File: src/rtl/vga_sync_if.sv
// Bundle of VGA timing outputs shared between the sync generator and its consumers.
// With VGA_FRAME_CNT_EN defined the bundle also carries the 8-bit frame counter.
interface vga_sync_if;
    logic       p_tick;
    logic [9:0] x;
    logic [9:0] y;
    logic       video_on;
    logic       hsync;
    logic       vsync;
    logic       frame_start;
`ifdef VGA_FRAME_CNT_EN
    logic [7:0] frame_cnt;
`endif

    modport master (
        output p_tick, x, y, video_on, hsync, vsync, frame_start
`ifdef VGA_FRAME_CNT_EN
        , output frame_cnt
`endif
    );

    modport slave (
        input p_tick, x, y, video_on, hsync, vsync, frame_start
`ifdef VGA_FRAME_CNT_EN
        , input frame_cnt
`endif
    );
endinterface

File: src/rtl/vga_sync_gen.sv
// Free-running 640x480@60 VGA timing generator: pixel enable, x/y counters, syncs, frame strobe.
// Optional VGA_FRAME_CNT_EN adds an 8-bit frame counter to the output bundle.
module vga_sync_gen #(
    parameter int CLK_DIV   = 4,
    parameter int H_DISPLAY = 640,
    parameter int H_FP      = 16,
    parameter int H_SYNC    = 96,
    parameter int H_BP      = 48,
    parameter int V_DISPLAY = 480,
    parameter int V_FP      = 10,
    parameter int V_SYNC    = 2,
    parameter int V_BP      = 33
) (
    input  logic       clk,
    input  logic       rst_n,
    vga_sync_if.master vga
);
    localparam int H_TOTAL  = H_DISPLAY + H_FP + H_SYNC + H_BP;
    localparam int V_TOTAL  = V_DISPLAY + V_FP + V_SYNC + V_BP;
    localparam int HS_START = H_DISPLAY + H_FP;
    localparam int HS_END   = H_DISPLAY + H_FP + H_SYNC - 1;
    localparam int VS_START = V_DISPLAY + V_FP;
    localparam int VS_END   = V_DISPLAY + V_FP + V_SYNC - 1;
    localparam int DIV_W    = (CLK_DIV > 1) ? $clog2(CLK_DIV) : 1;

    logic [DIV_W-1:0] div;
    logic             tick;
    logic [9:0]       x_q;
    logic [9:0]       y_q;
    logic [9:0]       x_next;
    logic [9:0]       y_next;
    logic             frame_wrap;
    logic             p_tick_q;
    logic             hsync_q;
    logic             vsync_q;
    logic             video_on_q;
    logic             frame_start_q;

    assign tick = (div == DIV_W'(CLK_DIV - 1));

    always_comb begin
        x_next     = x_q;
        y_next     = y_q;
        frame_wrap = 1'b0;
        if (tick) begin
            if (x_q == 10'(H_TOTAL - 1)) begin
                x_next = '0;
                if (y_q == 10'(V_TOTAL - 1)) begin
                    y_next     = '0;
                    frame_wrap = 1'b1;
                end else begin
                    y_next = y_q + 10'd1;
                end
            end else begin
                x_next = x_q + 10'd1;
            end
        end
    end

    // Syncs and blanking decode the next counter values so they change in the same clk as x/y.
    always_ff @(posedge clk or negedge rst_n) begin
        if (!rst_n) begin
            div           <= '0;
            x_q           <= '0;
            y_q           <= '0;
            p_tick_q      <= 1'b0;
            frame_start_q <= 1'b0;
            hsync_q       <= 1'b1;
            vsync_q       <= 1'b1;
            video_on_q    <= 1'b1;
        end else begin
            div           <= tick ? '0 : div + 1'b1;
            x_q           <= x_next;
            y_q           <= y_next;
            p_tick_q      <= tick;
            frame_start_q <= frame_wrap;
            hsync_q       <= !((x_next >= 10'(HS_START)) && (x_next <= 10'(HS_END)));
            vsync_q       <= !((y_next >= 10'(VS_START)) && (y_next <= 10'(VS_END)));
            video_on_q    <= (x_next < 10'(H_DISPLAY)) && (y_next < 10'(V_DISPLAY));
        end
    end

`ifdef VGA_FRAME_CNT_EN
    logic [7:0] frame_cnt_q;

    always_ff @(posedge clk or negedge rst_n) begin
        if (!rst_n) begin
            frame_cnt_q <= '0;
        end else if (frame_wrap) begin
            frame_cnt_q <= frame_cnt_q + 8'd1;
        end
    end

    assign vga.frame_cnt = frame_cnt_q;
`endif

    assign vga.p_tick      = p_tick_q;
    assign vga.x           = x_q;
    assign vga.y           = y_q;
    assign vga.video_on    = video_on_q;
    assign vga.hsync       = hsync_q;
    assign vga.vsync       = vsync_q;
    assign vga.frame_start = frame_start_q;
endmodule

File: src/flat_wrapper.sv
// flat-port wrapper written by rule: the top's interface ports become plain ports
module vga_sync_gen_flat 
#(
    parameter int CLK_DIV   = 4,
    parameter int H_DISPLAY = 640,
    parameter int H_FP      = 16,
    parameter int H_SYNC    = 96,
    parameter int H_BP      = 48,
    parameter int V_DISPLAY = 480,
    parameter int V_FP      = 10,
    parameter int V_SYNC    = 2,
    parameter int V_BP      = 33
)
  (clk, rst_n, vga_p_tick, vga_x, vga_y, vga_video_on, vga_hsync, vga_vsync, vga_frame_start);
  vga_sync_if vga_i ();
  input  logic clk;
  input  logic rst_n;
  output wire logic [$bits(vga_i.p_tick)-1:0] vga_p_tick;
  output wire logic [$bits(vga_i.x)-1:0] vga_x;
  output wire logic [$bits(vga_i.y)-1:0] vga_y;
  output wire logic [$bits(vga_i.video_on)-1:0] vga_video_on;
  output wire logic [$bits(vga_i.hsync)-1:0] vga_hsync;
  output wire logic [$bits(vga_i.vsync)-1:0] vga_vsync;
  output wire logic [$bits(vga_i.frame_start)-1:0] vga_frame_start;
  assign vga_p_tick = vga_i.p_tick;
  assign vga_x = vga_i.x;
  assign vga_y = vga_i.y;
  assign vga_video_on = vga_i.video_on;
  assign vga_hsync = vga_i.hsync;
  assign vga_vsync = vga_i.vsync;
  assign vga_frame_start = vga_i.frame_start;
  vga_sync_gen #(.CLK_DIV(CLK_DIV), .H_DISPLAY(H_DISPLAY), .H_FP(H_FP), .H_SYNC(H_SYNC), .H_BP(H_BP), .V_DISPLAY(V_DISPLAY), .V_FP(V_FP), .V_SYNC(V_SYNC), .V_BP(V_BP)) u_core (.clk(clk), .rst_n(rst_n), .vga(vga_i));
endmodule
File: config.mk
export PLATFORM = sky130hd
export DESIGN_NAME = vga_sync_gen_flat
export DESIGN_NICKNAME = d
export VERILOG_FILES = /design/src/rtl/vga_sync_if.sv /design/src/rtl/vga_sync_gen.sv /design/src/flat_wrapper.sv
export SDC_FILE = /design/constraint.sdc
export NUM_CORES = 1
export LEC_CHECK = 0
export BUFFER_PORTS_ARGS = -buffer_cell sky130_fd_sc_hd__buf_2
export CAP_MARGIN = 25
export CORE_MARGIN = 1
export CORE_UTILIZATION = 54
export CTS_CLUSTER_DIAMETER = 50
export CTS_CLUSTER_SIZE = 30
export DETAILED_ROUTE_END_ITERATION = 12
export PLACE_DENSITY = 0.78
export SYNTH_ARGS = -nofsm -noshare
export SYNTH_HDL_FRONTEND = slang
export SYNTH_SLANG_ARGS = --single-unit
File: constraint.sdc
create_clock -name clk -period 3.11 [get_ports clk]
set_clock_uncertainty 0.1 [all_clocks]
set_input_delay 0.933 -clock clk [delete_from_list [all_inputs] [get_ports clk]]
set_output_delay 0.933 -clock clk [all_outputs]
set_load 0.01 [all_outputs]
==> results.sh <==
export IMPL_total_power_uw=502
export IMPL_multiInputGateArea_um2=751
export IMPL_rsz0062_at_grt="false"
export IMPL_grt_max_degree=28
export IMPL_arrival_ns=2.76
export IMPL_cts_resized=0
export IMPL_dr_pass1_iters=4
export IMPL_power_frac_clock_pct=28.6
export IMPL_grt_pass1_vias=1119
export IMPL_via_count=1273
export IMPL_initial_core_util_pct=58.9
export IMPL_finalHoldViolations=0
export IMPL_crit_type="register to register"
export IMPL_cts_made_buffers=3
export IMPL_gp_congestion=0.904
export IMPL_die_area_um2=2990
export IMPL_routed_wl_mm=3.12
export IMPL_syn2layout_area_growth_pct=9.85
export IMPL_ir_worst_vdd_uv=274
export IMPL_grt_first_pass_wirelength_mm=5.02
export IMPL_coreArea_um2=2540
export IMPL_ys_warn_count=0
export IMPL_synth_async_reset_ratio_pct=100
export IMPL_num_io_pins=27
export IMPL_hp_start="u_core.div[0]"
export IMPL_swShare_pct=19.9
export IMPL_clock_sinks=27
export IMPL_register_area_um2=679
export IMPL_setup_worst_path_start_class="register"
export IMPL_die_w_um=54.7
export IMPL_grt_overflow=0
export IMPL_syn_area_per_cell_um2=9.55
export IMPL_cpPeakStageDelay_ns=0.53
export IMPL_nets=185
export IMPL_synth_cell_types=39
export IMPL_die_y_um=54.7
export IMPL_startpoint="u_core.div[0]"
export IMPL_synth_top_family_by_area="simple AND/OR/NAND/NOR gates"
export IMPL_cts_root_buf="clkbuf_4"
export IMPL_tns_ns=0
export IMPL_track_usage_pct=23.3
export IMPL_synthMuxAreaShare_pct=0
export IMPL_hold_path_class="register to register"
export IMPL_finalCriticalPeriod_ns=2.62
export IMPL_cp_cell_sequence="ha_1 -> and2_1 -> and4_1 -> nand3_1 -> xnor2_1 -> nand4b_1 -> or4_1"
export IMPL_nFillCells=225
export IMPL_drive_gt1_share_pct=21.3
export IMPL_synthCells=157
export IMPL_ctsHoldBuffers=0
export IMPL_yosysSeqAreaShare_pct=45.3
export IMPL_antenna_found_initial=0
export IMPL_synth_simple_gate_area_share_pct=29.1
export IMPL_worstMarginPinSlew_ns=0.586
export IMPL_cts_max_level=1
export IMPL_syn_area_um2=1500
export IMPL_fin_crit_sh_pct=84.3
export IMPL_p_leak_nw=0.729
export IMPL_crit_slowest_cell="or4_1"
export IMPL_ant_nets=0
export IMPL_synth_compound_area_share_pct=12.4
export IMPL_drc=0
export IMPL_path_clk_slew_ns=0.13
export IMPL_power_density_nw_per_um2=305
export IMPL_cts_tree="built"
export IMPL_detail_route_wl_per_cell_um=15.0
export IMPL_place_hpwl_mm=2.24
export IMPL_synth_xor_area_share_pct=5.26
export IMPL_pwr_share_seq_pct=70.0
export IMPL_fp_row_count=18
export IMPL_cts_buffer_depth=2
export IMPL_drv_cap=0
export IMPL_syn_nets=163
export IMPL_setup_violations=0
export IMPL_synth_edf_count=0
export IMPL_worstSetupEndpointType="register"
export IMPL_intPower_uw=402
export IMPL_synthAdderAreaFrac_pct=3.34
export IMPL_slew_violations=0
export IMPL_cts_setup_buffers=0
export IMPL_drtIter0Drc=31
export IMPL_fmax_mhz=381
export IMPL_status="completed"
export IMPL_slew_headroom_pct=61.0
export IMPL_crit_path_max_fanout=12
export IMPL_final_util_pct=64.7
export IMPL_clock_latency_ns=0.31
export IMPL_synth_seq_cells=27
export IMPL_port_buffer_count=26
export IMPL_synth_ff_type="dfrtp_1"
export IMPL_cp_data_required_time_ns=3.25
export IMPL_via_per_inst=6.12
export IMPL_comb_power_share_pct=1.4
export IMPL_r2r_start="u_core.div[0]"
export IMPL_num_antenna_cells=0
export IMPL_p_sw_uw=100
synth_stat cells, types with 2 or more instances:
cell       instances  area share (%)
o2bb2ai_1          2             1.2
nand3b_1           5             2.5
nand2_1           10             2.5
nor4b_1            2             1.2
o22ai_1            2            0.83
nor3b_1            2             1.0
or4_1              2             1.0
clkbuf_1           4             1.0
inv_1              6             1.5
nor4_1             2            0.83
dfstp_2            3             5.3
and4_1             2             1.2
ha_1               4             3.3
and3_2             2             1.0
nand4_1            7             2.9
and3_1             3             1.3
o21ai_0           10             3.3
nand3_1           10             3.3
a31oi_1            2            0.83
xnor2_1            7             4.1
xor2_1             2             1.2
o31ai_1            4             2.0
and2_1             3             1.3
a21oi_1            4             1.3
nor2_1            12             3.0
dfrtp_1           24              40
nand2b_1           6             2.5
buf_2              4             1.3
critical path: cells and delay by family, from the launching register on:
family	cells	cell delay, ns
flip-flops	1	0.37
adder cells (fa/ha/maj)	1	0.37
AND/OR/NAND/NOR	5	1.49
XOR/XNOR	1	0.23
layout by cell type (no fill, tap or decap), types with 5 or more instances in the layout:
master,synthesis,routed
inv_1,6,6
nand4_1,7,7
nand3_1,10,10
buf_2,4,26
dfrtp_1,24,24
nor2_1,12,12
o21ai_0,10,10
nand2_1,10,10
xnor2_1,7,7
nand3b_1,5,5
nand2b_1,6,6
final timing paths:
path / to / slack, ns / cells past startpoint
setup reg to reg: u_core.vga.vsync / 0.49 / 7
max in group asynchronous: u_core.vga.x[1] / 2.03 / 1
hold reg to reg: u_core.div[0] / 0.33 / 1
min in group asynchronous: u_core.vga.y[1] / 0.50 / 1
setup / recovery: u_core.vga.vsync / 0.49 / 7
hold / removal: u_core.div[0] / 0.33 / 1
routing by layer:
layer	GRT usage [%]	vias to the layer above	wire (um)
li1	-	623	-
met1	32.2	612	1520
met2	39.2	36	1470
met3	1.67	2	117
met4	5.56	0	15
met5	0	-	0
kinds of logic after synthesis:
logic type	count (synthesis)
fa+ha+maj	4
buf+inv	15
simple gates	73
compound gates	29
flops	27
xor+xnor	9
final cells by class:
type,instances,area share (%)
Inverter,6,1.37
Tap cell,30,2.28
Sequential cell,27,41.3
Clock buffer,4,1.60
Timing Repair Buffer,26,7.90
Multi-Input combinational cell,115,45.6
metrics by stage:
stage / area, um^2 / cells / hold slack [ns] / setup slack [ns]
6_report: 1650 / 208 / 0.335 / 0.487
5_1_grt: 1650 / 208 / 0.366 / 0.257
4_1_cts: 1650 / 208 / 0.337 / 0.495
3_5_place_dp: 1620 / 204 / 0.318 / 0.534
3_3_place_gp: 1620 / 204 / 0.314 / 0.544
2_1_floorplan: 1500 / 157 / 0.303 / 0.743
registers in the layout, indices dropped and copies added, names as in the netlist:
name                    count
u_core.vga.y               10
u_core.vga.vsync            1
u_core.vga.x               10
u_core.vga.hsync            1
u_core.vga.frame_start      1
u_core.vga.p_tick           1
u_core.div                  2
u_core.vga.video_on         1
power groups by stage:
stage                     Sequential (mW)  Combinational [mW]  Clock [mW]
after floorplan                     0.358         0.000000268           0
after global placement              0.358             0.00715           0
after detailed placement            0.358             0.00751           0
after CTS                           0.351             0.00743       0.152
after global routing                0.351             0.00835       0.161
final                               0.351             0.00683       0.144
(Power assumes the default switching activity.)
